**config.mk**
```make
export PLATFORM = sky130hd
export DESIGN_NAME = seq_mult_32
export DESIGN_NICKNAME = d
export VERILOG_FILES = /design/src/rtl/mult_pkg.sv /design/src/rtl/mult_addsub.sv /design/src/rtl/seq_mult_32.sv
export SDC_FILE = /design/constraint.sdc
export NUM_CORES = 1
export LEC_CHECK = 0
export CAP_MARGIN = 15
export CORE_UTILIZATION = 35
export DETAILED_ROUTE_END_ITERATION = 8
export GPL_ROUTABILITY_DRIVEN = 0
export MAX_ROUTING_LAYER = met4
export RECOVER_POWER = 100
export SLEW_MARGIN = 20
export SYNTH_ARGS = -nofsm -noshare
export SYNTH_HDL_FRONTEND = slang
export SYNTH_HIERARCHICAL = 1
export SYNTH_SLANG_ARGS = --single-unit
```
**constraint.sdc**
```tcl
create_clock -name clk -period 2.7 [get_ports clk]
set_input_delay 0.27 -clock clk [delete_from_list [all_inputs] [get_ports clk]]
set_output_delay 0.27 -clock clk [all_outputs]
set_load 0.01 [all_outputs]
```
**src/rtl/mult_pkg.sv**
```systemverilog
// Shared definitions for the sequential shift-add multiplier.
// Holds the operand width, the iteration count and the FSM state encoding.
package mult_pkg;

  localparam int MULT_WIDTH = 32;
  localparam int MULT_ITERS = 32;

  typedef enum logic [1:0] {
    MS_IDLE = 2'd0,
    MS_RUN  = 2'd1,
    MS_DONE = 2'd2
  } mult_state_e;

endpackage

```
**src/rtl/mult_addsub.sv**
```systemverilog
// 33-bit add-with-carry slice of the shift-add multiplier.
// Adds the multiplicand to the upper accumulator half when the current
// multiplier bit is set; the carry is kept as the extra top bit.
module mult_addsub #(
  parameter int WIDTH = 32
) (
  input  logic [WIDTH-1:0] hi,
  input  logic [WIDTH-1:0] mcand,
  input  logic             add_en,
  output logic [WIDTH:0]   sum
);

  // Either pass the upper half through or add the multiplicand, keeping carry
  always_comb begin
    sum = {1'b0, hi};
    if (add_en) begin
      sum = {1'b0, hi} + {1'b0, mcand};
    end
  end

endmodule

```
**src/rtl/seq_mult_32.sv**
```systemverilog
// Sequential 32x32 shift-add multiplier with fixed 32-iteration latency.
// A start pulse in IDLE or DONE launches an operation; done strobes for one
// cycle when prod is loaded, and prod holds until the next completion.
// Optional feature macro: SIGNED_MUL_EN (signed multiply when sgn=1).
module seq_mult_32
  import mult_pkg::*;
#(
  parameter int WIDTH = MULT_WIDTH
) (
  input  logic               clk,
  input  logic               rst_n,
  input  logic               start,
  input  logic [WIDTH-1:0]   a,
  input  logic [WIDTH-1:0]   b,
  input  logic               sgn,
  output logic               busy,
  output logic               done,
  output logic [2*WIDTH-1:0] prod
);

  localparam int CW = $clog2(MULT_ITERS);

  mult_state_e          state;
  mult_state_e          state_next;
  logic [WIDTH-1:0]     mcand;
  logic [2*WIDTH-1:0]   acc;
  logic [CW-1:0]        cnt;
  logic                 accept;
  logic                 last_iter;
  logic [WIDTH:0]       sum;
  logic [2*WIDTH-1:0]   acc_step;
  logic [WIDTH-1:0]     op_a;
  logic [WIDTH-1:0]     op_b;
  logic [2*WIDTH-1:0]   result;

`ifdef SIGNED_MUL_EN
  logic                 neg;
  logic                 neg_next;
`else
  logic                 unused_sgn;
  assign unused_sgn = sgn;
`endif

  assign accept    = start && ((state == MS_IDLE) || (state == MS_DONE));
  assign last_iter = (cnt == CW'(MULT_ITERS - 1));
  assign busy      = (state == MS_RUN);
  assign done      = (state == MS_DONE);

  mult_addsub #(
    .WIDTH (WIDTH)
  ) u_addsub (
    .hi     (acc[2*WIDTH-1:WIDTH]),
    .mcand  (mcand),
    .add_en (acc[0]),
    .sum    (sum)
  );

  // One iteration: add-with-carry into the upper half, then shift right by one
  assign acc_step = {sum, acc[WIDTH-1:1]};

  // Operand conditioning: magnitudes and result sign for signed requests
  always_comb begin
    op_a = a;
    op_b = b;
`ifdef SIGNED_MUL_EN
    neg_next = 1'b0;
    if (sgn) begin
      if (a[WIDTH-1]) op_a = -a;
      if (b[WIDTH-1]) op_b = -b;
      neg_next = a[WIDTH-1] ^ b[WIDTH-1];
    end
`endif
  end

  // Final product after the last iteration, negated when the signs differed
  always_comb begin
    result = acc_step;
`ifdef SIGNED_MUL_EN
    if (neg) result = -acc_step;
`endif
  end

  // FSM state register
  always_ff @(posedge clk or negedge rst_n) begin
    if (!rst_n) begin
      state <= MS_IDLE;
    end else begin
      state <= state_next;
    end
  end

  // FSM next-state logic; DONE accepts a new start for back-to-back operation
  always_comb begin
    state_next = state;
    case (state)
      MS_IDLE: if (start) state_next = MS_RUN;
      MS_RUN:  if (last_iter) state_next = MS_DONE;
      MS_DONE: state_next = start ? MS_RUN : MS_IDLE;
      default: state_next = MS_IDLE;
    endcase
  end

  // Datapath: operand capture, iteration, counter and product register
  always_ff @(posedge clk or negedge rst_n) begin
    if (!rst_n) begin
      mcand <= '0;
      acc   <= '0;
      cnt   <= '0;
      prod  <= '0;
`ifdef SIGNED_MUL_EN
      neg   <= 1'b0;
`endif
    end else if (accept) begin
      mcand <= op_a;
      acc   <= {{WIDTH{1'b0}}, op_b};
      cnt   <= '0;
`ifdef SIGNED_MUL_EN
      neg   <= neg_next;
`endif
    end else if (state == MS_RUN) begin
      acc <= acc_step;
      cnt <= cnt + 1'b1;
      if (last_iter) begin
        prod <= result;
      end
    end
  end

endmodule

```
==> tab_implementation.tex, run 1 <==
\begin{tabular}{lr}
\hline
Metric & Value \\
\hline
\multicolumn{2}{l}{\textbf{Outcome}} \\
\quad Outcome & complete, but fails checks \\
\quad Failing checks & capacitance limit, slew limit \\
\multicolumn{2}{l}{\textbf{Timing}} \\
\quad Number of hold violations in the final report & 0 \\
\quad Number of pins with negative max-slew slack in the final report & 19 \\
\quad Worst rel slew slack & -0.0538 \\
\quad Worst-margin pin slew & 1.57 ns \\
\quad RSZ-0062 raised after global routing & true \\
\quad Endpoints failing setup & 0 \\
\quad Setup Skew & 0.0165 ns \\
\quad Post-route clock period utilization & 0.999 \\
\quad FMAX & 371 MHz \\
\quad Clock period minus worst slack & 2.70 ns \\
\multicolumn{2}{l}{\textbf{Finish}} \\
\quad Area grow syn2layout & 27.8\% \\
\quad Commonest non-fill, non-tap cell in the layout & nand2\_1 \\
\quad Fraction of layout cells with a size suffix above 1 & 0.152 \\
\quad Net count of the finished layout & 1128 \\
\quad Final cell utilization of the core & 0.455 \\
\quad Most used cells in the layout excluding fill and tap cells & nand2\_1 (198), dfrtp\_1 (167), clkdlybuf4s50\_1 (67) \\
\multicolumn{2}{l}{\textbf{Synthesis}} \\
\quad Syn\_nets & 982 \\
\quad Syn. warnings & 6 \\
\quad Cells after synthesis & 879 \\
\quad Netlist cell types & 66 \\
\quad Post-synthesis sequential element count & 167 \\
\quad Post-synthesis cell type with the largest combined area & dfrtp\_1 \\
\quad Top cell type's share of synthesized area & 0.466 \\
\quad Async set or reset register ratio after synthesis & 1.00 \\
\quad Leading post-synthesis cells by cell area & dfrtp\_1 (47\%), mux2\_4 (8.4\%), nand2\_1 (8.3\%) \\
\quad Post-synthesis instance area & 0.00897 sq mm \\
\quad Number of enable-type register cells in the synthesized netlist & 0 \\
\quad Complex-gate fraction of the synthesized area & 0.152 \\
\quad Area share of fa/ha/maj cells after synthesis & 0.0497 \\
\quad Synthesized area divided by synthesized cell count & 10.2 sq um \\
\quad Area share of and/or/nand/nor cells after synthesis & 0.152 \\
\quad Largest family of logic cells by synthesized area & simple AND/OR/NAND/NOR gates \\
\quad Sequential share of the synthesized area & 0.466 \\
\quad Synth Flop Type & dfrtp\_1 \\
\quad Xor and xnor fraction of the mapped netlist area & 0.0195 \\
\quad Proportion of synthesized area in mux cells & 0.128 \\
\multicolumn{2}{l}{\textbf{Critical path}} \\
\quad Sort of element at the end of the critical path & register \\
\quad Start-to-end type of the worst setup path & register to register \\
\quad Kind of launch point of the worst setup path & register \\
\quad Maximum net fanout on the critical path & 2 \\
\quad Arrival time of the worst setup path & 3.01 ns \\
\quad FF-to-FF path depth & 10 \\
\quad Data required, critical path & 3.01 ns \\
\multicolumn{2}{l}{\textbf{Drt}} \\
\quad Number of vias in the routed layout & 7010 \\
\quad Average wire per standard cell & 16.6 um \\
\quad Violation count after the first detailed-routing iteration & 381 \\
\quad Post-route DRC violation count & 0 \\
\quad Routed Wire Length & 22700 um \\
\quad First drt pass iteration count & 4 \\
\quad Via-per-instance ratio & 5.12 \\
\quad Antenna Violating Nets Remaining & 0 \\
\multicolumn{2}{l}{\textbf{Global routing}} \\
\quad Initial antenna violation count & 1 \\
\quad Maximum number of pins on one net before global-route repair & 63 \\
\quad Number of global-route vias before repair & 6948 \\
\quad Total overflow reported by the global router & 0 \\
\quad Wire length of the first global-routing pass & 37000 um \\
\quad Global-route total usage across every layer & 0.184 \\
\multicolumn{2}{l}{\textbf{Clocking}} \\
\quad Clock transition at path regs & 0.08 ns \\
\quad CTS Sinks & 167 \\
\quad CTS Buffer Depth & 2 \\
\quad Clock root buffer & clkbuf\_16 \\
\quad H-tree lvl count & 4 \\
\quad Num CTS Buffers & 17 \\
\quad Clock tree from TritonCTS & built \\
\quad Later-pin clock latency in the skew report & 0.44 ns \\
\multicolumn{2}{l}{\textbf{Power and ir drop}} \\
\quad Power Density & 1410 mW/mm\^{}2 \\
\quad Overall power of the completed layout & 16.1 mW \\
\quad Clk network pwr share & 0.154 \\
\quad Switching Fraction & 0.421 \\
\quad Static leakage & 5.39 nW \\
\quad Worst ir drop on vdd & 0.535 mV \\
\quad Sequential power share & 0.283 \\
\quad Combinational fraction of design power & 0.563 \\
\quad Cell internal power dissipation & 9.32 mW \\
\quad Switching Power & 6.79 mW \\
\multicolumn{2}{l}{\textbf{Flow run}} \\
\quad Max-cap violation count & 1 \\
\multicolumn{2}{l}{\textbf{Floorplanning}} \\
\quad CORE AREA & 0.0252 sq mm \\
\quad Ports & 134 \\
\quad DIE HEIGHT & 162 um \\
\quad FP Rows & 58 \\
\quad Initial core utilization & 0.356 \\
\quad Full die area & 0.0263 sq mm \\
\quad Die X & 162 um \\
\multicolumn{2}{l}{\textbf{Place}} \\
\quad Detailed placer's ending HPWL & 15700 um \\
\quad Port Buffers & 132 \\
\multicolumn{2}{l}{\textbf{Min path}} \\
\quad Min-Delay Path Depth & 3 \\
\quad Hold crit path type & input pin to register \\
\hline
\end{tabular}
## power groups by stage
stage | sequential (mW) | combinational (mW) | clock, mW
global placement | 4.61 | 8.90 | 0
floorplan | 4.59 | 5.99 | 0
CTS | 4.59 | 9.10 | 2.57
finish | 4.56 | 9.06 | 2.49
global route | 4.72 | 10.0 | 2.66
detailed placement | 4.61 | 9.01 | 0
## what timing repair did
item                                   CTS  global route
setup buffers                            1             3
gates cloned                             0             0
setup endpoints to repair                6            32
resized for setup                        2            29
hold buffers                             1             0
endpoints found under the hold margin   48             0
pin swaps                                4             7
## layout make-up
type                            count  area [sq um]
Fill cell                        2438         13700
Timing Repair Buffer              179          1680
Clock inverter                     15           189
Clock buffer                       17           425
Multi-Input combinational cell    652          4540
Tap cell                          330           413
Antenna cell                        1          2.50
Inverter                            8          30.0
Sequential cell                   167          4180
## final timing paths
| kind | startpoint | endpoint | slack [ns] |
|---|---|---|---|
| worst max register to register | mcand[0] | prod[53] | 0.004 |
| worst max-delay path | mcand[0] | prod[53] | 0.004 |
| worst min-delay path | a[2] | mcand[2] | 0.36 |
| max in group asynchronous | rst_n | acc[60] | 0.45 |
| worst min register to register | prod[21] | prod[21] | 0.49 |
| min in group asynchronous | rst_n | mcand[20] | 0.64 |
## metal layers
metal	track usage	share of wire	up-vias
met5	-	0	-
met4	0.0570	0.014	0
met3	0.0304	0.038	19
met2	0.284	0.47	151
met1	0.247	0.48	3423
li1	-	-	3417
## flip-flops by register name, summed over array words and instances (netlist names)
name	count
state	2
prod	64
cnt	5
acc	64
mcand	32
## cell families (layout without fill, tap and decap cells)
group                      Yosys count  after routing
and+or+nand+nor                    320            320
AOI/OAI and AO/OA                  191            191
DFF                                167            167
muxes                               86             86
buffers and inverters               60            219
adders and majority gates           35             35
xor gates and xnor gates            20             20
other                                0              1
## Yosys cell counts (3+ instances only)
cell type	count
o21ai_0	22
nand4_1	14
nand3_1	18
dfrtp_1	167
inv_1	7
a21oi_1	40
nand2_1	198
nor3_1	9
nor4_1	4
o211ai_1	3
buf_2	18
xnor2_1	13
a31oi_1	30
o21bai_1	7
and3_1	5
xor2_1	7
mux2_4	50
ha_1	34
a22oi_1	3
mux2i_1	5
nor2b_1	4
mux2_2	31
a211oi_1	4
nand2b_1	4
a22o_1	34
clkbuf_1	26
buf_6	6
nor2_1	51
a211o_1	4
o21a_1	5
o21ai_1	3
a21o_1	10
and2_1	3
o31ai_1	5
## worst max-delay path, cell delays in order, from the launching register on
cell and delay, ns:
dfrtp_1 0.38, ha_2 0.20, fa_2 0.35, a21o_1 0.21
a221oi_4 0.28, a211oi_2 0.15, buf_4 0.15, a2111o_1 0.37
nand3_1 0.13, nand3_2 0.09, mux2_2 0.26
## through the flow
step | cells | setup TNS [ns] | area, sq um | worst slack (ns) | hold WS [ns]
after detailed placement | 1331 | -0.0467 | 10900 | -0.0397 | 0.245
after floorplan | 879 | 0 | 8970 | 0.00525 | -0.0256
after CTS | 1365 | 0 | 11500 | 0.00117 | 0.342
after global routing | 1369 | -2.25 | 11500 | -0.133 | 0.349
final | 1369 | 0 | 11500 | 0.00359 | 0.355
after global placement | 1331 | -0.0419 | 10900 | -0.0328 | 0.247
No activity file was read; power rests on OpenSTA's default activity.
==> inputs of run 2 (changes only) <==
--- a/config.mk
+++ b/config.mk
@@ -10,8 +10,8 @@
 export DETAILED_ROUTE_END_ITERATION = 8
 export GPL_ROUTABILITY_DRIVEN = 0
 export MAX_ROUTING_LAYER = met4
+export PLACE_DENSITY = 0.55
 export RECOVER_POWER = 100
-export SLEW_MARGIN = 20
 export SYNTH_ARGS = -nofsm -noshare
 export SYNTH_HDL_FRONTEND = slang
 export SYNTH_HIERARCHICAL = 1
==> tab_implementation.tex, run 2 (synthesis gave the netlist of run 1 again) <==
\begin{tabular}{lr}
\hline
Metric & Value \\
\hline
\multicolumn{2}{l}{\textbf{Outcome}} \\
\quad Outcome & complete, but fails checks \\
\quad Failing checks & capacitance limit, slew limit, setup timing \\
\multicolumn{2}{l}{\textbf{Finish}} \\
\quad Commonest non-fill, non-tap cell in the layout & nand2\_1 \\
\quad Final cell utilization of the core & 0.462 (+0.00676) \\
\quad Number of inserted filler cells in the final layout & 2405 (-1.4\%) \\
\quad Largest registers & acc (64), prod (64), mcand (32) \\
\quad Net count of the finished layout & 1142 (+1.2\%) \\
\quad Fraction of layout cells with a size suffix above 1 & 0.172 (+0.0198) \\
\quad Area grow syn2layout & 29.7\% \\
\quad Most used cells in the layout excluding fill and tap cells & nand2\_1 (198), dfrtp\_1 (167), clkdlybuf4s50\_1 (67) \\
\multicolumn{2}{l}{\textbf{Timing}} \\
\quad Number of hold violations in the final report & 0 (unchanged) \\
\quad Clock period minus worst slack & 2.75 ns (+0.0564 ns) \\
\quad FMAX & 363 MHz (-2.1\%) \\
\quad Setup Skew & 0.0171 ns (+0.000570 ns) \\
\quad Final-layout setup total negative slack & -0.100 ns (-0.100 ns) \\
\quad Worst rel slew slack & -0.270 (-0.216) \\
\quad Worst-margin pin slew & 1.90 ns (+0.330 ns) \\
\quad Fin worst setup slack & -0.0528 ns (-0.0564 ns) \\
\quad Endpoints failing setup & 4 (+4) \\
\quad Hold slack final & 0.351 ns (-0.00475 ns) \\
\quad Post-route clock period utilization & 1.02 (+0.0209) \\
\quad Number of pins with negative max-slew slack in the final report & 115 (+96) \\
\quad RSZ-0062 raised after global routing & true \\
\multicolumn{2}{l}{\textbf{Critical path}} \\
\quad Source of the worst register-to-register timing path & mcand[0] \\
\quad Terminus of the critical flop-to-flop path & prod[45] \\
\quad Cell-by-cell listing of the critical path & ha\_2 > fa\_2 > a21o\_1 > a221oi\_4 > a211oi\_2 > a211o\_4 > xor2\_1 > mux2\_4 > mux2\_2 \\
\quad Worst reg-to-reg setup slack & -0.05 ns (-0.06 ns) \\
\quad Arrival time of the worst setup path & 3.08 ns (+0.07 ns) \\
\quad Slowest cell on the critical path & dfrtp\_1 \\
\quad Data required, critical path & 3.03 ns (+0.02 ns) \\
\quad FF-to-FF path depth & 9 (-1) \\
\quad Kind of launch point of the worst setup path & register \\
\quad Maximum net fanout on the critical path & 4 (+2) \\
\quad Largest stage delay on the critical path & 0.39 ns (about the same) \\
\quad Sort of element at the end of the critical path & register \\
\quad Start-to-end type of the worst setup path & register to register \\
\multicolumn{2}{l}{\textbf{Clocking}} \\
\quad Clock tree from TritonCTS & built \\
\quad Num CTS Buffers & 17 (unchanged) \\
\quad Clock root buffer & clkbuf\_16 \\
\quad CTS Sinks & 167 (unchanged) \\
\quad CTS Buffer Depth & 2 (unchanged) \\
\quad Later-pin clock latency in the skew report & 0.44 ns (about the same) \\
\quad H-tree lvl count & 4 (unchanged) \\
\quad Clock transition at path regs & 0.08 ns (about the same) \\
\multicolumn{2}{l}{\textbf{Global routing}} \\
\quad Global routing's busiest layer & met2 \\
\quad Met3 Use GR & 0.0393 (+0.00894) \\
\quad Number of global-route vias before repair & 7181 (+3.4\%) \\
\quad Global-route total usage across every layer & 0.189 (+0.00526) \\
\quad Met1 Resource Use GR & 0.256 (+0.00963) \\
\quad Total overflow reported by the global router & 0 (unchanged) \\
\quad Met2 GRT Util & 0.291 (+0.00644) \\
\quad Maximum number of pins on one net before global-route repair & 77 (+22\%) \\
\quad Wire length of the first global-routing pass & 38200 um (+3.1\%) \\
\quad Initial antenna violation count & 1 (unchanged) \\
\multicolumn{2}{l}{\textbf{Power and ir drop}} \\
\quad Overall power of the completed layout & 16.5 mW (+2.2\%) \\
\quad Worst ir drop on vdd & 0.515 mV (-3.8\%) \\
\quad Static leakage & 5.50 nW (+2.0\%) \\
\quad Power Density & 1410 mW/mm\^{}2 (+0.69\%) \\
\multicolumn{2}{l}{\textbf{Drt}} \\
\quad Average wire per standard cell & 16.7 um (+1.2\%) \\
\quad Post-route DRC violation count & 0 (unchanged) \\
\quad Routed Wire Length & 23200 um (+2.3\%) \\
\quad Number of vias in the routed layout & 7063 (+0.76\%) \\
\quad Via-per-instance ratio & 5.10 (-0.34\%) \\
\quad First drt pass iteration count & 6 (+2) \\
\quad Antenna Violating Nets Remaining & 0 (unchanged) \\
\quad Violation count after the first detailed-routing iteration & 330 (-13\%) \\
\multicolumn{2}{l}{\textbf{Min path}} \\
\quad Hold crit path type & input pin to register \\
\quad Beginning of the worst hold path & a[5] \\
\quad Hold Path Sink & mcand[5] \\
\quad Min-Delay Path Depth & 3 (unchanged) \\
\multicolumn{2}{l}{\textbf{Place}} \\
\quad Detailed placer's ending HPWL & 16100 um (+2.8\%) \\
\quad Port Buffers & 132 (unchanged) \\
\multicolumn{2}{l}{\textbf{Floorplanning}} \\
\quad Initial core utilization & 0.356 (unchanged) \\
\quad FP Rows & 58 (unchanged) \\
\quad DIE HEIGHT & 162 um (unchanged) \\
\quad Ports & 134 (unchanged) \\
\quad CORE AREA & 0.0252 sq mm (unchanged) \\
\quad Full die area & 0.0263 sq mm (unchanged) \\
\quad Die X & 162 um (unchanged) \\
\multicolumn{2}{l}{\textbf{Flow run}} \\
\quad Max-cap violation count & 2 (+1) \\
\hline
\end{tabular}
-- run 2: cell types whose count changed in the layout (fill, tap and decap cells not counted), moves of 3 or more --
cell	previous run	this run
ha_2	3	8
mux2_4	16	25
buf_4	36	40
clkbuf_1	1	7
mux2_1	37	30
ha_1	27	24
-- run 2: how the worst max path moves through the flow --
stage / start / to / cells past startpoint
floorplan: acc[32] / prod[45] / 9
global placement: mcand[0] / prod[59] / 10
detailed placement: mcand[0] / prod[59] / 10
CTS: mcand[0] / prod[45] / 9
global route: mcand[0] / prod[45] / 9
finish: mcand[0] / prod[45] / 9
-- run 2: report_power, final --
part / switching, mW / internal, mW
clock: 1.28 / 1.29
sequential: 0.844 / 3.73
combinational: 4.80 / 4.52
-- run 2: metrics by stage --
stage	setup slack, ns	std cells	cell area (sq um)
2_1_floorplan	0.00525	879	8970
3_3_place_gp	-0.0184	1341	10900
3_5_place_dp	-0.0425	1341	10900
4_1_cts	-0.0281	1378	11600
5_1_grt	-0.106	1383	11600
6_report	-0.0528	1384	11600
-- run 2: what timing repair did --
| item | CTS | global route |
|---|---|---|
| endpoints found under the hold margin | 72 | 0 |
| endpoints found under the setup margin | 13 | 30 |
| pin swaps | 5 | 15 |
| resized for setup | 5 | 37 |
| hold buffers | 1 | 0 |
| buffers inserted | 4 | 4 |
-- run 2: cell type report --
cell class / instances / area, sq um / area share
flip-flops and latches: 167 / 4180 / 0.359
multi-input cells: 652 / 4580 / 0.394
repair buffers: 193 / 1780 / 0.153
inverters: 8 / 31.3 / 0.00269
well taps: 330 / 413 / 0.0355
clock buffers: 17 / 425 / 0.0366
clock inverters: 15 / 211 / 0.0182
diodes: 2 / 5.00 / 0.000430
-- run 2: routing by layer --
metal	vias to the layer above	part of all wire
li1	3463	-
met1	3469	0.48
met2	118	0.47
met3	13	0.035
met4	0	0.0088
met5	-	0
-- run 2: worst max-delay path: cells and delay by family, from the launching register on --
family,cells,cell delay (ns)
AOI/OAI and AO/OA,4,1.02
xor gates and xnor gates,1,0.16
adders and majority gates,2,0.56
DFF,1,0.39
muxes,2,0.53
==> inputs of run 3 (changes only) <==
--- a/config.mk
+++ b/config.mk
@@ -9,6 +9,7 @@
 export CORE_UTILIZATION = 35
 export DETAILED_ROUTE_END_ITERATION = 8
 export GPL_ROUTABILITY_DRIVEN = 0
+export GPL_TIMING_DRIVEN = 0
 export MAX_ROUTING_LAYER = met4
 export PLACE_DENSITY = 0.55
 export RECOVER_POWER = 100
==> tab_implementation.tex, run 3 (synthesis gave the netlist of run 1 again) <==
\begin{tabular}{lr}
\hline
Metric & Value \\
\hline
\multicolumn{2}{l}{\textbf{Outcome}} \\
\quad Outcome & complete, but fails checks \\
\quad Failing checks & capacitance limit, slew limit, setup timing \\
\multicolumn{2}{l}{\textbf{Global routing}} \\
\quad Wire length of the first global-routing pass & 38900 um (+1.8\%) \\
\quad Total overflow reported by the global router & 0 (unchanged) \\
\quad Initial antenna violation count & 1 (unchanged) \\
\quad Global-route total usage across every layer & 0.195 (+0.00570) \\
\quad Maximum number of pins on one net before global-route repair & 85 (+10\%) \\
\quad Number of global-route vias before repair & 7143 (-0.53\%) \\
\multicolumn{2}{l}{\textbf{Drt}} \\
\quad Antenna Violating Nets Remaining & 0 (unchanged) \\
\quad Routed met1 length & 11500 um (+3.4\%) \\
\quad Met2 WL post-DR & 11000 um (-0.45\%) \\
\quad Routed Wire Length & 23800 um (+2.7\%) \\
\quad Uppermost metal layer occupied by signal nets & met4 \\
\quad First drt pass iteration count & 4 (-2) \\
\quad Post-route DRC violation count & 0 (unchanged) \\
\quad Via-per-instance ratio & 5.16 (+1.1\%) \\
\quad Average wire per standard cell & 17.2 um (+2.7\%) \\
\quad Violation count after the first detailed-routing iteration & 379 (+15\%) \\
\quad Number of vias in the routed layout & 7139 (+1.1\%) \\
\quad Length of routed met3 wiring & 858 um (+6.8\%) \\
\multicolumn{2}{l}{\textbf{Min path}} \\
\quad Hold crit path type & input pin to register \\
\quad Hold Path Sink & mcand[14] \\
\quad Beginning of the worst hold path & a[14] \\
\quad Min-Delay Path Depth & 3 (unchanged) \\
\multicolumn{2}{l}{\textbf{Critical path}} \\
\quad Start-to-end type of the worst setup path & register to register \\
\quad Terminus of the critical flop-to-flop path & prod[45] \\
\quad Kind of launch point of the worst setup path & register \\
\quad Arrival time of the worst setup path & 3.10 ns (+0.02 ns) \\
\quad Source of the worst register-to-register timing path & mcand[0] \\
\quad Worst reg-to-reg setup slack & -0.09 ns (-0.03 ns) \\
\quad Sort of element at the end of the critical path & register \\
\quad Data required, critical path & 3.02 ns (about the same) \\
\quad FF-to-FF path depth & 9 (unchanged) \\
\quad Maximum net fanout on the critical path & 5 (+1) \\
\multicolumn{2}{l}{\textbf{Place}} \\
\quad Worst slack at placement & -0.216 ns (-0.174 ns) \\
\quad Detailed placer's ending HPWL & 16900 um (+4.9\%) \\
\quad Total instance count after detailed placement & 1342 (+0.075\%) \\
\quad Port Buffers & 132 (unchanged) \\
\multicolumn{2}{l}{\textbf{Clocking}} \\
\quad Clock tree from TritonCTS & built \\
\quad Later-pin clock latency in the skew report & 0.44 ns (about the same) \\
\quad Clock transition at path regs & 0.08 ns (about the same) \\
\quad Num CTS Buffers & 17 (unchanged) \\
\quad H-tree lvl count & 4 (unchanged) \\
\quad CTS Sinks & 167 (unchanged) \\
\quad CTS Buffer Depth & 2 (unchanged) \\
\quad Clock root buffer & clkbuf\_16 \\
\multicolumn{2}{l}{\textbf{Floorplanning}} \\
\quad FP Rows & 58 (unchanged) \\
\quad Initial core utilization & 0.356 (unchanged) \\
\quad CORE AREA & 0.0252 sq mm (unchanged) \\
\quad Die X & 162 um (unchanged) \\
\quad DIE HEIGHT & 162 um (unchanged) \\
\quad Full die area & 0.0263 sq mm (unchanged) \\
\quad Ports & 134 (unchanged) \\
\multicolumn{2}{l}{\textbf{Power and ir drop}} \\
\quad Static leakage & 5.38 nW (-2.1\%) \\
\quad Overall power of the completed layout & 16.1 mW (-2.1\%) \\
\quad Worst ir drop on vdd & 0.559 mV (+8.6\%) \\
\quad Power Density & 1400 mW/mm\^{}2 (-0.94\%) \\
\multicolumn{2}{l}{\textbf{Finish}} \\
\quad Net count of the finished layout & 1143 (+0.088\%) \\
\quad Area grow syn2layout & 28.2\% \\
\quad Area of the multi-input gates & 0.00458 sq mm (-0.11\%) \\
\quad Largest registers & acc (64), prod (64), mcand (32) \\
\quad Area taken by flip-flops and latches & 0.00418 sq mm (unchanged) \\
\quad Final cell utilization of the core & 0.457 (-0.00527) \\
\quad Post-route non-filler standard cell count & 1384 (unchanged) \\
\quad Number of inserted filler cells in the final layout & 2445 (+1.7\%) \\
\quad Commonest non-fill, non-tap cell in the layout & nand2\_1 \\
\quad Fraction of layout cells with a size suffix above 1 & 0.157 (-0.0154) \\
\quad Most used cells in the layout excluding fill and tap cells & nand2\_1 (198), dfrtp\_1 (167), dlygate4sd3\_1 (66), clkdlybuf4s50\_1 (66), nor2\_1 (52) \\
\multicolumn{2}{l}{\textbf{Timing}} \\
\quad Number of hold violations in the final report & 0 (unchanged) \\
\quad Worst rel slew slack & -0.426 (-0.156) \\
\quad Setup Skew & 0.0150 ns (-0.00208 ns) \\
\quad Post-route clock period utilization & 1.03 (+0.0124) \\
\quad Number of pins with negative max-slew slack in the final report & 84 (-27\%) \\
\quad Final-layout setup total negative slack & -0.312 ns (-0.212 ns) \\
\quad Worst-margin pin slew & 2.14 ns (+0.234 ns) \\
\quad Fin worst setup slack & -0.0863 ns (-0.0334 ns) \\
\quad Endpoints failing setup & 7 (+3) \\
\quad Clock period minus worst slack & 2.79 ns (+0.0334 ns) \\
\quad RSZ-0062 raised after global routing & true \\
\quad FMAX & 359 MHz (-1.2\%) \\
\multicolumn{2}{l}{\textbf{Flow run}} \\
\quad Max-cap violation count & 1 (-1) \\
\hline
\end{tabular}
==> run 3: worst max path at each step <==
stage	slack, ns	to	from	cells past startpoint
after floorplan	0.005	prod[45]	acc[32]	9
after global placement	-5.84	acc[20]	rst_n	1
after detailed placement	-0.22	prod[45]	acc[32]	9
after CTS	-0.03	prod[45]	mcand[0]	9
after global routing	-0.16	prod[45]	mcand[0]	9
final	-0.09	prod[45]	mcand[0]	9
==> run 3: area by class of cell <==
class,instances,area share
inverter,8,0.00272
buffer,45,0.0175
clock buffer,17,0.0370
sequential,167,0.363
tap,330,0.0359
antenna,1,0.000218
multi-input combinational,652,0.398
clock inverter,15,0.0180
timing repair buffer,149,0.127
==> run 3: worst max-delay path, stage by stage, from the launching register on <==
cell and delay (ns):
dfrtp_1 0.41, ha_4 0.18, fa_2 0.35, a21o_1 0.21, a221oi_4 0.32, a211oi_2 0.16, a211o_4 0.34, xor2_1 0.17
mux2_4 0.27, mux2_2 0.26
==> run 3: timing repair <==
item / in CTS / in global routing
buffers inserted: 10 / 5
endpoints found under the setup margin: 21 / 34
endpoints found under the hold margin: 83 / 0
pin swaps: 9 / 9
hold buffers: 1 / 0
resized for setup: 9 / 33
==> run 3: report_power, final <==
group / total, mW / switching [mW] / internal, mW
Combinational: 9.01 / 4.83 / 4.18
Clock: 2.54 / 1.26 / 1.28
Sequential: 4.56 / 0.828 / 3.73
Total: 16.1 / 6.92 / 9.20
==> run 3: routing by layer <==
layer  vias to the layer above  track usage
li1                       3463            -
met1                      3488        0.265
met2                       164        0.296
met3                        24       0.0383
met4                         0       0.0519
met5                         -            -
==> run 3: per-stage QoR <==
step / area [sq um] / hold slack [ns]
2_1_floorplan: 8970 / -0.0256
3_3_place_gp: 10700 / 0.474
3_5_place_dp: 10700 / 0.297
4_1_cts: 11500 / 0.339
5_1_grt: 11500 / 0.356
6_report: 11500 / 0.356
==> edit (config.mk and constraints of run 2) <==
Re-encode `mult_state_e` (3 states) as one-hot, 3 bits wide.
--- a/src/rtl/mult_pkg.sv
+++ b/src/rtl/mult_pkg.sv
@@ -6,8 +6,8 @@
   localparam int MULT_ITERS = 32;
 
-  typedef enum logic [1:0] {
-    MS_IDLE = 2'd0,
-    MS_RUN  = 2'd1,
-    MS_DONE = 2'd2
+  typedef enum logic [2:0] {
+    MS_IDLE = 3'b001,
+    MS_RUN  = 3'b010,
+    MS_DONE = 3'b100
   } mult_state_e;
 
Check against the original RTL: same outputs for any inputs over 10 cycles, from zero or initial values and one cycle with rst_n low; not proved beyond that.
==> edit against run 2 <==
  * The flow finishes with violations (negative setup slack)
  * Die area grew 1.9%
  * Setup slack better by 0.034 ns
  * Cell area is 2.8% higher
  * Sequential power decreased by 17%
  * Sequential cell count up 1
  * Core utilization up 0.88 points
  * Wire length fell by 3.1%
  * Synthesized cell count fell by 7.1%
  * Combinational power decreased by 26%
  * Power shrank 19%
  * Area after synthesis grew 1.9%
==> edit: results (changes against run 2) <==
| Metric | Value |
|---|---|
| Pre-antenna DRT Iters | 4 (-2) |
| Synth top cells by count | dfrtp_1 (167), nand2_1 (109), mux2_2 (98), a21oi_1 (75), mux2_1 (75) |
| Register area share after synthesis | 46.0% (-0.58 points) |
| Final hold slack | 0.423 ns (+0.0725 ns) |
| WL/cell | 16.8 um (+0.58%) |
| Post-Place Cells | 1293 (-3.6%) |
| Ant diodes | 0 (-2) |
| Pre-CTS setup slack | -0.0653 ns (-0.0228 ns) |
| XOR/XNOR Fraction of Synth Area | 2.11% (+0.16 points) |
| Clk_skew | 0.0153 ns (-0.00182 ns) |
| Initial antenna violation count | 0 (-1) |
| Metal1 wirelength | 10.3 mm (-7.8%) |
| Largest net degree at the start of global routing | 61 (-21%) |
| Vias in the first global route | 6964 (-3.0%) |
| Iter 0 DRT Violations | 351 (+6.4%) |
| Setup violators final | 3 (-1) |
| Post-DP Area | 11100 um^2 (+1.6%) |
| All-layer global routing usage | 18.2% (-0.72 points) |
| Final net count | 1094 (-4.2%) |
| Setup ws final | -0.0186 ns (+0.0343 ns) |
| Synthesized instance count | 817 (-7.1%) |
| Post-synthesis compound-gate area fraction | 11.3% (-3.8 points) |
| Layout cells sized above 1 | 24.9% (+7.7 points) |
| Metal2 WL | 10.5 mm (-4.4%) |
| Mux cell area share after synthesis | 22.2% (+9.4 points) |
| WL met3 | 1.36 mm (+70%) |
| First-pass GRT wire length | 36.9 mm (-3.3%) |
| Final wirelength | 22.5 mm (-3.1%) |
| Vias per cell | 5.12 (+0.28%) |
| Peak VDD IR | 0.517 mV (+0.36%) |
| Ranking of synthesized cells by area | dfrtp_1 (46%), mux2_2 (12%), mux2_1 (9.2%) |
| Status | finished with violations |
| Failing checks | negative setup slack |
==> edit: cells by family after synthesis <==
logic type,after synthesis
AOI/OAI and AO/OA,160
xor gates and xnor gates,22
adders and majority gates,35
buffers and inverters,54
DFF,168
muxes,180
and+or+nand+nor,198
==> edit: area by class of cell <==
type	count	area [um^2]
fill	2426	13400
multi-input combinational	595	4830
sequential	168	4210
timing repair buffer	201	1830
clock buffer	17	425
tap	330	413
clock inverter	15	216
inverter	8	30.0
==> edit: routing by layer <==
layer	GRT usage, %	vias to the layer above
met4	5.51	0
met2	28.4	134
met3	4.93	24
met5	-	-
met1	22.9	3359
li1	-	3310
==> edit: path summary, 6_finish.rpt <==
check                          from         to  depth (start not counted)
max                        mcand[0]    acc[53]                         11
min reg2reg                prod[30]   prod[30]                          1
min                           b[10]    acc[10]                          2
max in group asynchronous     rst_n     cnt[2]                          3
min in group asynchronous     rst_n  mcand[19]                          2
max reg2reg                mcand[0]    acc[53]                         11
==> edit: what timing repair did <==
item / CTS / global route
gates resized for setup: 4 / 39
buffers inserted: 1 / 7
endpoints found under the hold margin: 56 / 0
setup endpoints to repair: 12 / 31
pin swaps: 5 / 9
hold buffers: 1 / 0
==> edit: worst reg2reg max path: stages, from the launching register on <==
cell and delay, ns:
dfrtp_1 0.39, ha_2 0.21, fa_2 0.35, a21o_1 0.20, a221oi_4 0.32, a211oi_4 0.12
buf_4 0.15, a2111o_1 0.34, a211o_1 0.29, nand3_2 0.10, nand2_1 0.06, a21oi_1 0.11
==> edit: per-stage QoR <==
step	TNS [ns]	power (uW)
floorplan	0	8320
global placement	-0.226	10300
detailed placement	-0.255	10300
CTS	-0.0416	13000
global route	-1.31	14300
finish	-0.0283	13300
==> edit: report_power, final <==
group          switching (uW)  internal, uW
Combinational            3540          3330
Sequential                560          3250
Clock                    1290          1290
